===== config.mk =====
export PLATFORM = sky130hd
export DESIGN_NAME = fetch_unit
export DESIGN_NICKNAME = d
export VERILOG_FILES = /design/src/rtl/fetch_unit.sv
export SDC_FILE = /design/constraint.sdc
export NUM_CORES = 1
export LEC_CHECK = 0
export CAP_MARGIN = 20
export CORE_ASPECT_RATIO = 0.8
export CORE_UTILIZATION = 50
export DETAILED_ROUTE_END_ITERATION = 8
export DONT_BUFFER_PORTS = 1
export PLACE_DENSITY = 0.69
export SLEW_MARGIN = 15
export SYNTH_ARGS = -nofsm -noshare
export SYNTH_HDL_FRONTEND = slang
export SYNTH_SLANG_ARGS = --single-unit

===== constraint.sdc =====
create_clock -name clk -period 4.7 [get_ports clk]
set_clock_uncertainty 0.2 [all_clocks]
set_input_delay 0 -clock clk [delete_from_list [all_inputs] [get_ports clk]]
set_output_delay 0 -clock clk [all_outputs]
set_load 0.05 [all_outputs]

===== src/rtl/fetch_unit.sv =====
// Instruction-fetch stage: issues in-order reads to instruction memory, buffers the
// returned words and presents them to IF/ID, dropping wrong-path responses after a redirect.
module fetch_unit #(
  parameter logic [31:0] RESET_PC = 32'd0,
  parameter logic [31:0] PC_STEP  = 32'd4,
  parameter int          QDEPTH   = 4
) (
  input  logic        clk,
  input  logic        rst,
  input  logic        if_id_Write,
  input  logic        redirect,
  input  logic [31:0] redirect_target,
  output logic        im_req,
  output logic [31:0] im_addr,
  input  logic        im_gnt,
  input  logic        im_rvalid,
  input  logic [31:0] im_rdata,
  output logic [31:0] IF_PC,
  output logic [31:0] IF_INST,
  output logic        IF_FLUSH
);

  localparam int PW = $clog2(QDEPTH);
  localparam int CW = PW + 1;
  localparam logic [CW+1:0] QDEPTH_W = (CW+2)'(QDEPTH);

  logic [31:0]   fetch_pc_r;
  logic [31:0]   q_pc_r   [QDEPTH];
  logic [31:0]   q_inst_r [QDEPTH];
  logic [PW-1:0] q_head_r;
  logic [PW-1:0] q_tail_r;
  logic [CW-1:0] occ_r;
  logic [31:0]   f_pc_r   [QDEPTH];
  logic [PW-1:0] f_rd_r;
  logic [PW-1:0] f_wr_r;
  logic [CW-1:0] live_r;
  logic [CW-1:0] stale_r;

  logic [CW-1:0] in_flight_s;
  logic [CW+1:0] credit_sum_s;
  logic          issue_s;
  logic          resp_s;
  logic          stale_hit_s;
  logic          live_hit_s;
  logic          push_s;
  logic          pop_s;
  logic          q_empty_s;
  logic [31:0]   resp_pc_s;

  // Queue entries plus every outstanding request share one credit pool, so the queue cannot overflow.
  assign in_flight_s  = live_r + stale_r;
  assign credit_sum_s = {2'b00, occ_r} + {2'b00, in_flight_s};
  assign im_req       = !rst && !redirect && (credit_sum_s < QDEPTH_W);
  assign im_addr      = fetch_pc_r;

  assign issue_s     = im_req && im_gnt;
  assign resp_s      = im_rvalid && (in_flight_s != {CW{1'b0}});
  assign stale_hit_s = resp_s && (stale_r != {CW{1'b0}});
  assign live_hit_s  = resp_s && (stale_r == {CW{1'b0}});
  assign push_s      = live_hit_s && !redirect;
  assign q_empty_s   = (occ_r == {CW{1'b0}});
  assign pop_s       = if_id_Write && !redirect && !q_empty_s;
  assign resp_pc_s   = f_pc_r[f_rd_r];

  assign IF_PC    = q_empty_s ? 32'd0 : q_pc_r[q_head_r];
  assign IF_INST  = q_empty_s ? 32'd0 : q_inst_r[q_head_r];
  assign IF_FLUSH = redirect || q_empty_s;

  // Fetch PC, pointers and live/stale accounting; a redirect turns all live requests stale.
  always_ff @(posedge clk or posedge rst) begin
    if (rst) begin
      fetch_pc_r <= RESET_PC;
      q_head_r   <= {PW{1'b0}};
      q_tail_r   <= {PW{1'b0}};
      occ_r      <= {CW{1'b0}};
      f_rd_r     <= {PW{1'b0}};
      f_wr_r     <= {PW{1'b0}};
      live_r     <= {CW{1'b0}};
      stale_r    <= {CW{1'b0}};
    end else if (redirect) begin
      fetch_pc_r <= redirect_target;
      q_head_r   <= {PW{1'b0}};
      q_tail_r   <= {PW{1'b0}};
      occ_r      <= {CW{1'b0}};
      live_r     <= {CW{1'b0}};
      stale_r    <= stale_r + live_r - CW'(resp_s);
      if (resp_s) begin
        f_rd_r <= f_rd_r + PW'(1);
      end
    end else begin
      if (issue_s) begin
        fetch_pc_r <= fetch_pc_r + PC_STEP;
        f_wr_r     <= f_wr_r + PW'(1);
      end
      if (resp_s) begin
        f_rd_r <= f_rd_r + PW'(1);
      end
      if (push_s) begin
        q_tail_r <= q_tail_r + PW'(1);
      end
      if (pop_s) begin
        q_head_r <= q_head_r + PW'(1);
      end
      occ_r   <= occ_r + CW'(push_s) - CW'(pop_s);
      live_r  <= live_r + CW'(issue_s) - CW'(live_hit_s);
      stale_r <= stale_r - CW'(stale_hit_s);
    end
  end

  // Storage arrays need no reset: occupancy and the pointers decide which entries are valid.
  always_ff @(posedge clk) begin
    if (issue_s) begin
      f_pc_r[f_wr_r] <= fetch_pc_r;
    end
    if (push_s) begin
      q_pc_r[q_tail_r]   <= resp_pc_s;
      q_inst_r[q_tail_r] <= im_rdata;
    end
  end

endmodule


==> impl_metrics.toml <==
[flow_run]
max-cap-violations = 0

[synthesis]
synth_nets = 991
async_flop_share_pct = 11.3
synth.distinct_cells = 54
yosys.area.top_type = "edfxtp_1"
synth_area_sq_um = 17300
synth-edff-count = 384
ys_ff_latch = 433
post_synth_main_area_contributors = "edfxtp_1 (67%), mux4_2 (12%), dfrtp_1 (7.1%)"
syn_area_per_cell_sq_um = 19.3
synthCells = 898
ys_warn_count = 0
yosys_most_used_dff = "edfxtp_1"
ys_seq_area_share_pct = 73.7
synth_top_cell_area_share_pct = 66.6

[critical_path]
cp_common_cell = "inv_1"
reg2reg_depth = 15
end_kind = "flop"
crit_arrival_ps = 4000
crit_end = "occ_r[1]"
critical_path.top_delay_family = "adder cells"
worstSetupPathDepth = 15
worst-path-buf-inv = 5
critPathMaxFanout = 5
worstPathCellList = "ha_1 -> inv_1 -> fa_1 -> xnor3_1 -> o31a_4 -> nand2_2 -> nor2_1 -> inv_1 -> ha_1 -> inv_1 -> ha_1 -> inv_1 -> fa_1 -> nor2_1 -> dlygate4sd3_1"
worstPathRequired_ps = 4910
startpoint = "stale_r[0]"
path_class = "reg2reg"
r2r-start = "stale_r[0]"
cp_slowest_stage_delay_ps = 560
critPathSlowestCell = "dlygate4sd3_1"
cp-start-kind = "flop"
rrSetupSlack_ps = 920
reg2reg_to = "occ_r[1]"

[cts]
cts.path.max_buffers = 3
clkSinkCount = 433
post_cts_resized = 0
cts_tree = "built"
cts.clk_slew.worst_paths_ps = 60
root_buffer = "clkbuf_16"
insertion_delay_ps = 540
htree_levels = 2
cts_buffers = 42
postCtsSetupRepairBufs = 0

[floorplanning]
initial_utilization_pct = 51.1
die-area_sq_um = 35400
fp.dieW_microns = 210
rows = 60
ioPinCount = 168
core_area_sq_um = 33900
die_h_microns = 168

[finish]
drive_gt1_share_pct = 18.3
syn_to_final_growth_pct = 18.6
finalNonFillerCells = 1540
final_cell_mix = "edfxtp_1 (384), dlygate4sd3_1 (129), mux4_2 (96)"
finalNetCount = 1135
mostFrequentLayoutCell = "edfxtp_1"

[timing]
tightest_slew_ps = 1040
min_period_over_period_pct = 80.5
fmax_ghz = 0.264
setup_violations = 0
hold_viol_final = 0
rsz0062_at_grt = "false"
final_max_slew_viol_count = 0
setup_tns_ps = 0
finalCriticalPeriod_ps = 3780
slew_headroom_pct = 30.8

[min_path]
hold_path.class = "in2reg"

[grt]
antenna_found_initial = 2
grt-ovfl-total = 0
first_global_vias = 9288
track_usage_pct = 21.1
grt_pass1_wl_microns = 55700
grt_start_max_net_pins = 67

[route]
viasPerCell = 5.71
ant_nets = 0
routed_wl_microns = 36200
drcViolationCount = 0
dr_total_vias = 8798
drt_first_pass_iters = 5
wire_per_inst_microns = 23.5
drtIter0Drc = 673

[placed_design]
port_buffers = 0
place_congestion = 0.795
hpwl_microns = 20900
dpl.cell_count = 1333

[power_and_ir_drop]
power_per_cell_area_nw_per_um2 = 567
leakage_nw = 6.81
vdd_drop_max_mv = 0.306

[status]
status = "complete, no violations"
cell usage after synthesis, types with 5 or more instances:
cell	instances
edfxtp_1	384
mux4_2	96
and2_1	76
dfrtp_1	49
nand2_1	36
nand3_1	24
clkbuf_1	22
inv_1	21
ha_1	20
nor2_1	17
o21ai_0	17
buf_2	16
nand4_1	11
xor2_1	9
o211ai_1	7
o311ai_0	7
xnor2_1	7
a221o_1	6
mux2i_1	6
and3_1	5
worst min-delay path by stage:
stage                             from        endpoint  slack (ps)  cells past startpoint
floorplan                  im_rdata[0]  q_inst_r[0][0]        -100                      0
global placement              redirect     q_head_r[0]        -130                      1
detailed placement            redirect        occ_r[0]        -130                      1
CTS                 redirect_target[5]      im_addr[5]           1                      2
global route        redirect_target[2]      im_addr[2]         0.1                      2
finish              redirect_target[2]      im_addr[2]          10                      2
power by group:
part           total, mW  internal (mW)  switching (mW)
clock               3.30           1.94            1.36
sequential          5.19           4.67           0.522
combinational       3.16           1.09            2.06
total               11.6           7.70            3.94
repair_timing:
action	in CTS	in global routing
endpoints found under the setup margin	0	2
hold endpoints to repair	365	2
hold buffers	129	2
sequential cells by signal (all words and copies together) (netlist names), 3 cells and up:
| signal | flops |
|---|---|
| live_r | 3 |
| f_pc_r | 128 |
| occ_r | 3 |
| q_pc_r | 128 |
| stale_r | 3 |
| im_addr | 32 |
| q_inst_r | 128 |
through the flow:
step	hold WS, ps	util (%)	instance area [sq um]	worst slack, ps	power, mW
after floorplan	-101	-	17300	951	7.72
after global placement	-127	52.7	17800	1090	8.28
after detailed placement	-127	52.7	17800	997	8.34
after CTS	0.955	60.6	20500	111	11.8
after global routing	0.108	60.6	20500	739	12.1
final	12.4	60.6	20500	918	11.6
area by class of cell:
class / instances / area, sq um
well taps: 465 / 582
clock inverters: 15 / 153
diodes: 2 / 5.00
flip-flops and latches: 433 / 12800
inverters: 22 / 82.6
fillers: 2407 / 13300
clock buffers: 60 / 1200
multi-input cells: 398 / 4260
repair buffers: 145 / 1470
worst register-to-register path, delay by kind of cell (launching register included):
| family | cells | cell delay, ps |
|---|---|---|
| adder cells (fa/ha/maj) | 5 | 1380 |
| buffers and inverters | 5 | 790 |
| AND/OR/NAND/NOR | 3 | 430 |
| flip-flops | 1 | 360 |
| XOR/XNOR | 1 | 300 |
| AO/OA/AOI/OAI | 1 | 190 |
kinds of logic (layout without fill, tap and decap cells):
logic type | Yosys count | in the layout | synth area share [%]
AOI/OAI and AO/OA | 58 | 58 | 2.44
xor gates and xnor gates | 17 | 17 | 0.940
adders and majority gates | 23 | 23 | 1.79
buffers and inverters | 67 | 242 | 1.76
DFF | 433 | 433 | 73.7
muxes | 104 | 104 | 13.0
other | 0 | 2 | 0
and+or+nand+nor | 196 | 196 | 6.39
metal layers:
layer / wire length [microns] / track usage, % / vias up
met5: 0 / 0 / -
met4: 915 / 6.35 / 0
met3: 2260 / 4.66 / 67
met2: 17400 / 34.6 / 316
met1: 15600 / 28.6 / 4538
li1: - / - / 3877
(Power assumes the default switching activity.)
